$ cat src/rtl/calc_sequencer.sv
// calc_sequencer: operand capture and operation sequencing for the calculator.
// Captures A and B from the switches on Enter, then runs add/sub in one cycle
// or mul/div through a 16-step iterative engine. All outputs are registered.
module calc_sequencer #(
  parameter int unsigned WIDTH = 16,
  parameter int unsigned ITERS = 16
) (
  input  logic             clk,
  input  logic             rst,
  input  logic [WIDTH-1:0] sw,
  input  logic [1:0]       op_sel,
  input  logic             btn_enter,
  input  logic             btn_clear,
  output logic [WIDTH-1:0] A,
  output logic [WIDTH-1:0] B,
  output logic [WIDTH-1:0] C,
  output logic [1:0]       state,
  output logic             busy,
  output logic             done,
  output logic             ovf
);

  localparam int unsigned CW = (ITERS > 1) ? $clog2(ITERS) : 1;
  localparam logic [CW-1:0] LAST = CW'(ITERS - 1);

  typedef enum logic [1:0] {
    S_GET_A   = 2'b00,
    S_GET_B   = 2'b01,
    S_COMPUTE = 2'b10,
    S_SHOW_C  = 2'b11
  } state_t;

  typedef enum logic [1:0] {
    OP_ADD = 2'b00,
    OP_SUB = 2'b01,
    OP_MUL = 2'b10,
    OP_DIV = 2'b11
  } op_t;

  state_t             state_q;
  op_t                op_q;
  logic [CW-1:0]      cnt_q;
  logic [WIDTH-1:0]   a_q, b_q, c_q;
  logic               busy_q, done_q, ovf_q;
  // mul: acc_q accumulates, mcand_q is A shifted left, work_q is B shifted right
  // div: work_q holds the dividend shifting out / quotient shifting in, rem_q the remainder
  logic [2*WIDTH-1:0] acc_q, mcand_q;
  logic [WIDTH-1:0]   work_q;
  logic [WIDTH:0]     rem_q;

  logic [WIDTH:0]     sum_d;
  logic [WIDTH-1:0]   diff_d;
  logic [2*WIDTH-1:0] acc_d;
  logic [WIDTH:0]     rem_sh;
  logic [WIDTH:0]     rem_d;
  logic [WIDTH-1:0]   quo_d;
  logic               last_d;
  logic               div_zero;

  // Single-cycle datapath results and one iteration step of the mul/div engine
  always_comb begin
    sum_d    = {1'b0, a_q} + {1'b0, b_q};
    diff_d   = a_q - b_q;
    acc_d    = acc_q + (work_q[0] ? mcand_q : '0);
    rem_sh   = {rem_q[WIDTH-1:0], work_q[WIDTH-1]};
    rem_d    = rem_sh;
    quo_d    = {work_q[WIDTH-2:0], 1'b0};
    if (rem_sh >= {1'b0, b_q}) begin
      rem_d = rem_sh - {1'b0, b_q};
      quo_d = {work_q[WIDTH-2:0], 1'b1};
    end
    last_d   = (cnt_q == LAST);
    div_zero = (b_q == '0);
  end

  // Sequencer FSM with registered outputs; clear overrides everything else
  always_ff @(posedge clk or posedge rst) begin
    if (rst) begin
      state_q <= S_GET_A;
      op_q    <= OP_ADD;
      cnt_q   <= '0;
      a_q     <= '0;
      b_q     <= '0;
      c_q     <= '0;
      busy_q  <= 1'b0;
      done_q  <= 1'b0;
      ovf_q   <= 1'b0;
      acc_q   <= '0;
      mcand_q <= '0;
      work_q  <= '0;
      rem_q   <= '0;
    end else begin
      done_q <= 1'b0;
      if (btn_clear) begin
        state_q <= S_GET_A;
        cnt_q   <= '0;
        a_q     <= '0;
        b_q     <= '0;
        c_q     <= '0;
        busy_q  <= 1'b0;
        ovf_q   <= 1'b0;
        acc_q   <= '0;
        mcand_q <= '0;
        work_q  <= '0;
        rem_q   <= '0;
      end else begin
        unique case (state_q)
          S_GET_A: begin
            if (btn_enter) begin
              a_q     <= sw;
              state_q <= S_GET_B;
            end
          end
          S_GET_B: begin
            if (btn_enter) begin
              b_q     <= sw;
              op_q    <= op_t'(op_sel);
              cnt_q   <= '0;
              acc_q   <= '0;
              mcand_q <= {{WIDTH{1'b0}}, a_q};
              work_q  <= (op_t'(op_sel) == OP_MUL) ? sw : a_q;
              rem_q   <= '0;
              busy_q  <= 1'b1;
              state_q <= S_COMPUTE;
            end
          end
          S_COMPUTE: begin
            unique case (op_q)
              OP_ADD: begin
                c_q     <= sum_d[WIDTH-1:0];
                ovf_q   <= sum_d[WIDTH];
                busy_q  <= 1'b0;
                done_q  <= 1'b1;
                state_q <= S_SHOW_C;
              end
              OP_SUB: begin
                c_q     <= diff_d;
                ovf_q   <= (a_q < b_q);
                busy_q  <= 1'b0;
                done_q  <= 1'b1;
                state_q <= S_SHOW_C;
              end
              OP_MUL: begin
                acc_q   <= acc_d;
                mcand_q <= mcand_q << 1;
                work_q  <= work_q >> 1;
                cnt_q   <= cnt_q + CW'(1);
                if (last_d) begin
                  c_q     <= acc_d[WIDTH-1:0];
                  ovf_q   <= |acc_d[2*WIDTH-1:WIDTH];
                  busy_q  <= 1'b0;
                  done_q  <= 1'b1;
                  state_q <= S_SHOW_C;
                end
              end
              OP_DIV: begin
                // divide-by-zero only burns cycles so timing matches a real divide
                cnt_q <= cnt_q + CW'(1);
                if (!div_zero) begin
                  work_q <= quo_d;
                  rem_q  <= rem_d;
                end
                if (last_d) begin
                  c_q     <= div_zero ? '1 : quo_d;
                  ovf_q   <= div_zero;
                  busy_q  <= 1'b0;
                  done_q  <= 1'b1;
                  state_q <= S_SHOW_C;
                end
              end
              default: ;
            endcase
          end
          S_SHOW_C: begin
            if (btn_enter) begin
              a_q     <= c_q;
              b_q     <= '0;
              ovf_q   <= 1'b0;
              state_q <= S_GET_B;
            end
          end
          default: state_q <= S_GET_A;
        endcase
      end
    end
  end

  assign A     = a_q;
  assign B     = b_q;
  assign C     = c_q;
  assign state = state_q;
  assign busy  = busy_q;
  assign done  = done_q;
  assign ovf   = ovf_q;

endmodule

$ cat config.mk
export PLATFORM = sky130hd
export DESIGN_NAME = calc_sequencer
export DESIGN_NICKNAME = d
export VERILOG_FILES = /design/src/rtl/calc_sequencer.sv
export SDC_FILE = /design/constraint.sdc
export NUM_CORES = 1
export LEC_CHECK = 0
export ABC_AREA = 1
export BUFFER_PORTS_ARGS = -buffer_cell sky130_fd_sc_hd__buf_2
export CAP_MARGIN = 20
export CORE_MARGIN = 2
export CORE_UTILIZATION = 35
export CTS_BUF_LIST = sky130_fd_sc_hd__clkbuf_4
export DETAILED_ROUTE_END_ITERATION = 10
export GPL_ROUTABILITY_DRIVEN = 1
export SLEW_MARGIN = 5
export SYNTH_ARGS = -nofsm -noshare
export SYNTH_HDL_FRONTEND = slang
export SYNTH_SLANG_ARGS = --single-unit
$ cat constraint.sdc
create_clock -name clk -period 6.2 [get_ports clk]
set_input_delay 0.31 -clock clk [delete_from_list [all_inputs] [get_ports clk]]
set_output_delay 0.31 -clock clk [all_outputs]
set_load 0.02 [all_outputs]
After elaboration in Yosys (flattened, before gate mapping):

Index checks and enable logic that the tools add are counted.

* flip-flop bits (word level): 155
* input port bits: 22
* output and inout bits: 53
* word-level logic and storage cells: 127

* add/sub/neg operators: 5
* order comparisons: 2
* equal/unequal tests: 23
* muxes and demuxes: 60
* bitwise operators: 1
* reductions and logical operators: 23

Operators by type and width (count)
* two-way mux 16 bit: 19
* two-way mux 32 bit: 7
* case mux 16 bit (2 select lines): 5
* case mux 32 bit (2 select lines): 2
* case mux 16 bit (4 select lines): 1
* adder 32 bit: 1
* subtractor 16 bit: 2
* inequality test 3 bit, second input constant: 8
* AND reduction 3 bit: 8
* adder 16 x 16 -> 17 bit: 1
* greater-or-equal comparator 17 x 16 -> 1 bit: 1
* zero test 16 bit: 1
* less-than comparator 16 bit: 1
* inequality test 4 bit, second input constant: 4
* OR reduction 16 bit: 1
* two-way mux 4 bit: 3
* AND reduction 4 bit: 3
* nonzero test 3 bit: 4
* two-way mux 1 bit: 11
* equality test 2 bit, second input constant: 5
* two-way mux 2 bit: 4
* case mux 1 bit (2 select lines): 4
* case mux 4 bit (2 select lines): 1
* case mux 2 bit (3 select lines): 1
* 12 further kinds: 16

Longest topological paths before layout:

Gate-level depths: netlist (run 1).

* depth in word-level cells: 7
* gate-level depth with buffers: 24
* gate-level depth less buffers: 22

Worst setup path before layout (run 1):

No wires, ideal clock.

* path type: register -> register
* start: reg work_q[0]
* end: reg ovf_q, in the netlist ovf
* library setup time: 0.117 ns
* data arrival time: 2.639 ns
* data required time: 6.083 ns
* setup slack: 3.444 ns
* cell stages (with the launch flop): 24
* buffers on the path: 2
* clock period less this slack: 2.756 ns
* cells stage by stage: dfrtp_1 -> clkbuf_1 -> clkbuf_1 -> nand2_1 -> inv_1 -> ha_1 -> inv_1 -> fa_1 -> inv_1 -> nand3_1 -> nand3_1 -> nand2_1 -> nand2_1 -> nand3_1 -> nand3_1 -> nand2_1 -> nor2_1 -> nand2_1 -> nor2_1 -> nand3_1 -> nand2_1 -> nand2_1 -> nand3_1 -> nand2_1

* longest elaborated chain between the ends: 7

RTL lines
* start, declared: RTL line 48 `logic [WIDTH-1:0] work_q;`
* start signal, assigned: RTL line 121 `work_q <= (op_t'(op_sel) == OP_MUL) ? sw : a_q;`
* start signal, assigned: RTL line 146 `work_q <= work_q >> 1;`
* start signal, assigned: RTL line 160 `work_q <= quo_d;`
* two-way mux 32 bit: RTL line 64 `acc_d = acc_q + (work_q[0] ? mcand_q : '0);`
* adder 32 bit: RTL line 64
* OR reduction 16 bit: RTL line 150 `ovf_q <= |acc_d[2*WIDTH-1:WIDTH];`
* two-way mux 1 bit: RTL line 148 `if (last_d) begin`
* case mux 1 bit (4 select lines): RTL line 128 `unique case (op_q)`
* case mux 1 bit (2 select lines): RTL line 107 `unique case (state_q)`
* two-way mux 1 bit: RTL line 94 `if (btn_clear) begin`
* end signal, assigned: RTL line 131 `ovf_q <= sum_d[WIDTH];`
* end signal, assigned: RTL line 138 `ovf_q <= (a_q < b_q);`
* end signal, assigned: RTL line 150
* end, declared: RTL line 44 `logic busy_q, done_q, ovf_q;`

No other way between the ends. The select of a mux whose other input is x is not followed.
A chain may end at the register's enable or synchronous reset.

Worst setup path in the final report (run 1):

Ends and elaborated chain as after synthesis.

==> results of run 1 <==
[synthesized netlist by cell type (4+ instances only)]
cell type / number / area share
buf_2: 19 / 0.0077
or2_2: 5 / 0.0025
inv_1: 273 / 0.083
xor2_1: 23 / 0.016
nor2_2: 10 / 0.0051
o22ai_1: 20 / 0.010
o21ai_1: 9 / 0.0037
nand2_2: 11 / 0.0056
nand2_1: 551 / 0.17
a21oi_2: 5 / 0.0036
nor2_1: 116 / 0.035
ha_1: 84 / 0.086
a22o_1: 22 / 0.016
a21oi_1: 105 / 0.043
inv_2: 16 / 0.0049
fa_1: 4 / 0.0065
nand3_1: 113 / 0.046
xnor2_1: 7 / 0.0050
o21bai_1: 5 / 0.0031
nor2_4: 6 / 0.0055
dfrtp_1: 155 / 0.32
a21o_1: 6 / 0.0037
clkbuf_1: 34 / 0.010
o221ai_1: 13 / 0.0093
nand4_1: 23 / 0.012
o211ai_1: 10 / 0.0061
nor3_1: 12 / 0.0049
nand3_2: 6 / 0.0049
o21ai_0: 95 / 0.039
o21ai_2: 4 / 0.0029
a31oi_1: 22 / 0.011
[final cells by class]
type                    instances  area share
clock buffers                  18      0.0101
diodes                          1    0.000186
clock inverters                13     0.00987
well taps                     455      0.0424
inverters                     290      0.0814
multi-input cells            1313       0.526
flip-flops and latches        155       0.289
repair buffers                 94      0.0417
[layer usage]
| layer | part of all wire | global-route usage | vias to the layer above |
|---|---|---|---|
| met1 | 0.45 | 0.321 | 5878 |
| met3 | 0.053 | 0.0266 | 78 |
| met4 | 0.049 | 0.117 | 0 |
| li1 | - | - | 5972 |
| met2 | 0.45 | 0.374 | 435 |
| met5 | 0 | 0 | - |
[cells by family (layout without fill, tap and decap cells)]
kind of cell | after synthesis | count (layout) | share of synthesized area
adder cells (fa/ha/maj) | 88 | 88 | 0.0921
flip-flops | 155 | 155 | 0.316
AO/OA/AOI/OAI | 331 | 331 | 0.164
AND/OR/NAND/NOR | 864 | 864 | 0.296
other | 0 | 1 | 0
buffers and inverters | 351 | 415 | 0.110
XOR/XNOR | 30 | 30 | 0.0214
[worst paths after layout]
kind | start | endpoint | cells past startpoint
worst min register to register | mcand_q[31]$_DFFE_PP0P_ | mcand_q[31]$_DFFE_PP0P_ | 2
worst max-delay path | work_q[0]$_DFFE_PP0P_ | ovf$_DFFE_PP0P_ | 19
min in group asynchronous | rst | mcand_q[6]$_DFFE_PP0P_ | 3
worst min-delay path | sw[2] | B[2]$_DFFE_PP0P_ | 3
worst max register to register | work_q[0]$_DFFE_PP0P_ | ovf$_DFFE_PP0P_ | 19
max in group asynchronous | rst | B[9]$_DFFE_PP0P_ | 4
[stage by stage]
stage               area [um^2]  setup slack, ns   util
finish                    13400             3.07  0.389
CTS                       13400             2.69  0.388
detailed placement        13000             2.73  0.378
global placement          13000             2.84  0.377
floorplan                 12300             1.71      -
global route              13400             2.71  0.389
[where the power goes]
part	switching, mW	internal (mW)	total, mW
Clock	0.432	0.212	0.644
Sequential	0.394	1.25	1.64
Combinational	2.22	0.961	3.18
Total	3.04	2.42	5.46
[registers in the layout (all words and copies together), names as in the netlist, 4 cells and up]
name	cells
C	16
A	16
rem_q	16
acc_q	32
B	16
mcand_q	32
work_q	16
cnt_q	4
[worst max-delay path: stages (launching register included)]
cell	delay [ns]
dfrtp_1	0.62
buf_8	0.26
nand2_1	0.07
inv_1	0.04
ha_1	0.38
nand2_1	0.13
nor2_1	0.28
nand2_1	0.14
nor3_1	0.16
nand2_1	0.14
nand2_1	0.09
nand2_1	0.04
nand2_1	0.10
nand2_1	0.08
nor2_1	0.09
nand3_1	0.11
nand2_1	0.08
nand2_1	0.05
nand3_1	0.06
nand2_1	0.06
==> results.json, run 1 <==
{
  "cts.sink_count": 155,
  "synth.distinct_cells": 52,
  "finalHoldViolCount": 0,
  "register_area_mm2": 0.00388,
  "syn_inst": 1819,
  "setup_viol_count_final": 0,
  "grt_antenna_before_repair": 1,
  "rrSetupSlack_ns": 3.07,
  "overflow": 0,
  "cts_inserted_buffers": 17,
  "place.gp.congestion": 0.988,
  "die-area_mm2": 0.0366,
  "netlist_area_mm2": 0.0123,
  "multiInputGateArea_mm2": 0.00706,
  "numPortBuffers": 74,
  "ant_nets": 0,
  "cts_setup_buffers": 0,
  "placedCellCount": 2296,
  "crit_arrival_ns": 3.64,
  "die_w_um": 191,
  "slew_violations": 0,
  "grt_usage": 0.237,
  "final_cell_mix": "nand2_1, inv_1, dfrtp_1",
  "die_h_um": 191,
  "ys_seq_area_frac": 0.316,
  "grt_pass1_wl_um": 66100,
  "status": "completed",
  "hp-class": "input port to register",
  "fin_crit_ns": 3.13,
  "fin_skew_ns": 0.0426,
  "cellPowerDensity_mw_per_mm2": 407,
  "clock.fmax_ghz": 0.320,
  "end_kind": "register",
  "cts_max_level": 4,
  "yosys_warnings": 0,
  "rows": 68,
  "layoutNonFillerInstCount": 2339,
  "total_power_mw": 5.46,
  "fin_setup_tns_ns": 0,
  "layout.nets": 1981,
  "async_reset_ff_frac": 1.00,
  "clk_pin_slew_ns": 0.16,
  "synth_seq_cells": 155,
  "fill_cells": 3776,
  "grt_pass1_vias": 11523,
  "hold_buffers": 10,
  "syn_nets": 1929,
  "rsz0062_at_grt": "false",
  "synth_ff_type": "dfrtp_1",
  "via_per_inst": 5.29,
  "worstSetupPathType": "register to register",
  "dp_hpwl_um": 32900,
  "crit_fanout": 20,
  "wl_per_cell_um": 18.1,
  "finalCritPeriodShare": 0.504,
  "worst_pin_slew_ns": 0.981,
  "clock_latency_ns": 0.65,
  "syn2layout_area_growth_pct": 9.40,
  "wl_um": 42300,
  "final_layout_size_suffix_gt1_frac": 0.0993,
  "slew_headroom": 0.346,
  "postSynthAreaPerCell_um2": 6.75,
  "ir_drop_mv": 0.251,
  "grt_max_degree": 82,
  "io_pins": 75,
  "crit_required_ns": 6.72,
  "cts_root_buf": "clkbuf_4",
  "cts_resized": 0,
  "cts_tree": "built",
  "final_common_cell": "nand2_1",
  "core_area_mm2": 0.0345,
  "drcViolationCount": 0,
  "clockBufferDepth": 2,
  "cap_violations": 0,
  "synth_edf_count": 0,
  "drt_iter0_drc": 1050,
  "hold_slack_ns": 0.0520,
  "dr_total_vias": 12363,
  "start_kind": "register",
  "leakage_nw": 7.32,
  "start_util": 0.355,
  "dr.pass1.iters": 7
}
(Power assumes the default switching activity.)
==> run 2, diff against run 1 <==
clock period = 2.7 ns   (was 6.2 ns; I/O delays follow)
==> run 2 against run 1 <==
Against the previous run: the run now ends with setup timing left; clock-buffer cell count fell by 1; clock skew fell by 0.0043 ns; combinational power rose to 2.8 times the previous value; sequential cell count did not move; sequential share of layout area fell by 4.1 points; worst hold slack improved by 0.095 ns; critical path depth did not move; sequential power rose by 110%; via count rose by 5.1%; critical endpoint unchanged; largest power group unchanged; highest routed layer unchanged.
==> results.json, run 2 (synthesis results as in run 1) <==
{
  "status": "finished with violations",
  "violations": "setup timing",
  "cp.depth": 19,
  "rsz0062_at_grt": "true",
  "crit_arrival_ns": 3.29,
  "cts_inserted_buffers": 17,
  "grt_pass1_vias": 12528,
  "crit_fanout": 7,
  "overflow": 0,
  "crit_required_ns": 3.23,
  "numPortBuffers": 74,
  "grt_pass1_wl_um": 69100,
  "cp-endpoint": "ovf$_DFFE_PP0P_",
  "cp_top_family": "simple AND/OR/NAND/NOR gates",
  "critical_path.max_stage_delay_ns": 0.54,
  "place.gp.congestion": 0.977,
  "power_frac_clock": 0.113,
  "drt_iter0_drc": 985,
  "final_util": 0.454,
  "wl_um": 45000,
  "grt_max_degree": 56,
  "path_cells": "clkbuf_16 -> nand2_1 -> inv_2 -> ha_4 -> nand2_4 -> nor2_4 -> nand2_2 -> nor2_1 -> nand2_1 -> nand4_1 -> nand2_2 -> nor2_1 -> nand2_1 -> nor2_2 -> nand3_4 -> nand2_2 -> nand2_1 -> nand3_1 -> nand2_1",
  "rr_startpoint": "work_q[0]$_DFFE_PP0P_",
  "io_pins": 75,
  "dp_hpwl_um": 34500,
  "final_cell_mix": "nand2_1, inv_1, dfrtp_1",
  "cts_root_buf": "clkbuf_4",
  "worst_pin_slew_ns": 0.856,
  "start_util": 0.355,
  "cts.sink_count": 155,
  "cts_max_level": 4,
  "die_h_um": 191,
  "cts_tree": "built",
  "die_w_um": 191,
  "final_common_cell": "nand2_1",
  "end_kind": "register",
  "timing.critical_path.buf_inv": 2,
  "drcViolationCount": 0,
  "worstSetupPathType": "register to register",
  "cap_violations": 0,
  "core_area_mm2": 0.0345,
  "finalCritPeriodShare": 1.02,
  "rrSetupSlack_ns": -0.05,
  "dr_total_vias": 12989,
  "grt_usage": 0.247,
  "ant_nets": 0,
  "rows": 68,
  "slew_headroom": 0.429,
  "syn2layout_area_growth_pct": 27.6,
  "timing.rr.end": "ovf$_DFFE_PP0P_",
  "via_per_inst": 5.20,
  "total_power_mw": 13.8,
  "crit_path_start": "work_q[0]$_DFFE_PP0P_",
  "pre_cts_ws_ns": -0.116,
  "grt_antenna_before_repair": 1,
  "start_kind": "register",
  "wl_per_cell_um": 18.0,
  "leakage_nw": 8.28,
  "cpMostUsedCell": "nand2_1",
  "setup_viol_count_final": 3,
  "cellPowerDensity_mw_per_mm2": 883,
  "clockBufferDepth": 2,
  "clk_pin_slew_ns": 0.18,
  "p_switching_mw": 7.34,
  "ir_drop_mv": 0.724,
  "finalHoldViolCount": 0,
  "fin_skew_ns": 0.0383,
  "die-area_mm2": 0.0366,
  "fin_crit_ns": 2.75,
  "hold_slack_ns": 0.147,
  "switching_share": 0.531,
  "layout.nets": 2136,
  "top_regs": "acc_q: 32 flops, mcand_q: 32 flops",
  "rr_worst_depth": 19,
  "clock.fmax_ghz": 0.363,
  "fill_cells": 3515,
  "p_comb_frac": 0.636,
  "clock_latency_ns": 0.65,
  "dr.pass1.iters": 6,
  "cp_slowest_cell": "dfrtp_2",
  "worst_slack_ns": -0.0549,
  "slew_violations": 0,
  "seq_power_share": 0.250,
  "final_layout_size_suffix_gt1_frac": 0.246,
  "hp-class": "input port to async pin",
  "intPower_mw": 6.49
}
## run 2: power by group through the flow
stage	clock network (mW)	logic (mW)	registers, mW
2_1_floorplan	0	4.83	3.72
3_3_place_gp	0	8.18	3.46
3_5_place_dp	0	8.25	3.46
4_1_cts	1.61	8.32	3.42
5_1_grt	1.71	9.61	3.51
6_report	1.57	8.80	3.46
## run 2: worst reg2reg max path, stage by stage, from the launching register on
cell       delay, ns
dfrtp_2         0.54
clkbuf_16       0.20
nand2_1         0.08
inv_2           0.06
ha_4            0.30
nand2_4         0.08
nor2_4          0.19
nand2_2         0.12
nor2_1          0.10
nand2_1         0.10
nand4_1         0.13
nand2_2         0.09
nor2_1          0.11
nand2_1         0.07
nor2_2          0.16
nand3_4         0.11
nand2_2         0.08
nand2_1         0.05
nand3_1         0.06
nand2_1         0.05
## run 2: area by class of cell
cell class	instances	area [um^2]	area share
antenna	2	5.00	0.000319
clock buffer	17	128	0.00815
multi-input combinational	1313	7970	0.509
inverter	290	1090	0.0697
sequential	155	3880	0.248
tap	455	569	0.0363
clock inverter	15	163	0.0104
timing repair buffer	249	1860	0.119
## run 2: routing by layer
| metal | GRT usage | share of wire |
|---|---|---|
| met5 | 0 | 0 |
| met4 | 0.121 | 0.051 |
| met3 | 0.0452 | 0.058 |
| met2 | 0.401 | 0.47 |
| met1 | 0.316 | 0.43 |
## run 2: worst min-delay path by stage
stage,slack (ns),endpoint,cells past startpoint
2_1_floorplan,0.28,op_q[0]$_DFFE_PP0P_,2
3_3_place_gp,0.29,acc_q[10]$_DFFE_PP0P_,2
3_5_place_dp,0.30,acc_q[10]$_DFFE_PP0P_,2
4_1_cts,0.11,acc_q[22]$_DFFE_PP0P_,3
5_1_grt,0.16,acc_q[12]$_DFFE_PP0P_,3
6_report,0.15,acc_q[22]$_DFFE_PP0P_,3
## run 2: repair_timing
item                                    4_1_cts  5_1_grt
hold buffers                                 23        0
endpoints found under the hold margin        73        0
cloned                                        0        3
pin swaps                                     1       59
setup buffers                                 0       18
resized for setup                            15      203
endpoints found under the setup margin        4       22
## run 2: stage by stage
step	area [um^2]	TNS, ns	cells
after detailed placement	14000	-0.133	2419
final	15700	-0.0607	2496
after global routing	15700	-0.594	2496
after floorplan	12300	0	1819
after global placement	14000	-0.123	2419
after CTS	14600	-0.0255	2474
==> run 3, diff against run 2 <==
CORE_UTILIZATION = 54   (was 35)
PLACE_DENSITY = 0.75   (was unset)
==> run 3 against run 2 <==
Against the previous run: the flow now finishes without violations; combinational power decreased by 5.6%; sequential share of layout area increased by 0.82 points; worst hold slack got worse by 0.068 ns; critical path type unchanged.
==> results.json, run 3 (synthesis results as in run 1) <==
{
  "leakage_nw": 8.22,
  "layout.nets": 2124,
  "clockBufferDepth": 2,
  "hold_slack_ns": 0.0792,
  "ir_drop_mv": 0.722,
  "die_h_um": 155,
  "finalHoldViolCount": 0,
  "top_regs": "acc_q: 32 flops, mcand_q: 32 flops",
  "grt_max_degree": 50,
  "cts_tree": "built",
  "crit_arrival_ns": 3.17,
  "start_kind": "register",
  "clock.fmax_ghz": 0.371,
  "pre_cts_ws_ns": -0.0616,
  "rows": 55,
  "hp-class": "input port to register",
  "cts_max_level": 4,
  "rsz0062_at_grt": "true",
  "grt_pass1_wl_um": 66600,
  "cellPowerDensity_mw_per_mm2": 872,
  "crit_required_ns": 3.18,
  "worst_pin_slew_ns": 0.866,
  "io_pins": 75,
  "cts_root_buf": "clkbuf_4",
  "slew_violations": 0,
  "grt_antenna_before_repair": 1,
  "drcViolationCount": 0,
  "clk_pin_slew_ns": 0.15,
  "dr.pass1.iters": 8,
  "cts.sink_count": 155,
  "die-area_mm2": 0.0240,
  "syn2layout_area_growth_pct": 23.5,
  "fin_crit_ns": 2.69,
  "grt_pass1_vias": 12531,
  "ant_nets": 0,
  "place.gp.congestion": 1.03,
  "register_area_mm2": 0.00388,
  "drt_iter0_drc": 1297,
  "finalCritPeriodShare": 0.998,
  "end_kind": "register",
  "slew_headroom": 0.423,
  "multiInputGateArea_mm2": 0.00787,
  "cap_violations": 0,
  "die_w_um": 155,
  "fin_skew_ns": 0.0313,
  "clock_latency_ns": 0.60,
  "overflow": 0,
  "setup_viol_count_final": 0,
  "cts_inserted_buffers": 17,
  "final_common_cell": "nand2_1",
  "final_cell_mix": "nand2_1, inv_1, dfrtp_1",
  "status": "completed",
  "fill_cells": 1936,
  "dr_total_vias": 13236,
  "via_per_inst": 5.72,
  "core_area_mm2": 0.0225,
  "wl_um": 43100,
  "worst_slack_ns": 0.00661,
  "crit_fanout": 15,
  "wl_per_cell_um": 18.6,
  "start_util": 0.546,
  "dp_hpwl_um": 32100,
  "numPortBuffers": 74,
  "final_layout_size_suffix_gt1_frac": 0.233,
  "grt_usage": 0.358,
  "worstSetupPathType": "register to register"
}
## run 3: area by class of cell
cell class	instances	share of cell area
antenna	1	0.000165
clock buffer	18	0.00891
clock inverter	13	0.00768
inverter	290	0.0720
multi-input combinational	1313	0.519
sequential	155	0.256
tap	285	0.0235
timing repair buffer	237	0.113
## run 3: through the flow
stage	power, mW	cells	utilization	TNS [ns]	instance area, um^2
2_1_floorplan	8.55	1819	-	0	12300
3_3_place_gp	11.2	2239	0.609	-0.0324	13700
3_5_place_dp	11.3	2239	0.609	-0.0616	13700
4_1_cts	12.9	2300	0.651	-0.00764	14700
5_1_grt	14.1	2312	0.674	-0.199	15200
6_report	13.2	2312	0.674	0	15200
## run 3: repair_timing
action / CTS / global route
pin swaps: 22 / 54
hold buffers: 22 / 0
setup buffers: 7 / 12
endpoints found under the setup margin: 2 / 24
gates resized for setup: 76 / 120
hold endpoints to repair: 74 / 0
cloned: 1 / 0
## run 3: report_power, final
part / internal (mW) / switching, mW / total, mW
registers: 2.87 / 0.618 / 3.49
logic: 2.80 / 5.51 / 8.31
clock network: 0.467 / 0.949 / 1.42
## run 3: final timing paths
check / startpoint / end / slack (ns) / depth (start not counted)
worst min register to register: mcand_q[31]$_DFFE_PP0P_ / mcand_q[31]$_DFFE_PP0P_ / 0.51 / 2
worst max-delay path: work_q[0]$_DFFE_PP0P_ / ovf$_DFFE_PP0P_ / 0.007 / 19
worst max register to register: work_q[0]$_DFFE_PP0P_ / ovf$_DFFE_PP0P_ / 0.007 / 19
min in group asynchronous: rst / acc_q[11]$_DFFE_PP0P_ / 0.17 / 3
max in group asynchronous: rst / B[4]$_DFFE_PP0P_ / 1.82 / 4
worst min-delay path: btn_enter / state[0]$_DFFE_PP0P_ / 0.08 / 4
## run 3: worst max-delay path, cell delays in order, from the launching register on
cell	delay (ns)
dfrtp_2	0.49
buf_12	0.17
nand2_1	0.09
inv_1	0.08
ha_4	0.31
nand2_2	0.10
nor2_2	0.18
inv_2	0.06
nor2_4	0.13
nand3_1	0.13
nand4_1	0.13
nand2_2	0.09
nor2_2	0.11
nand2_1	0.07
nor2_2	0.11
nand3_2	0.10
nand2_1	0.07
nand2_1	0.06
nand3_1	0.06
nand2_1	0.05
## run 3: per-layer routing
layer  global-route usage  wire [um]  vias up
met3               0.0544       3110      175
met4                0.220       2840        0
met2                0.590      20500      616
met5                    0          0        -
li1                     -          -     6259
met1                0.444      16700     6186
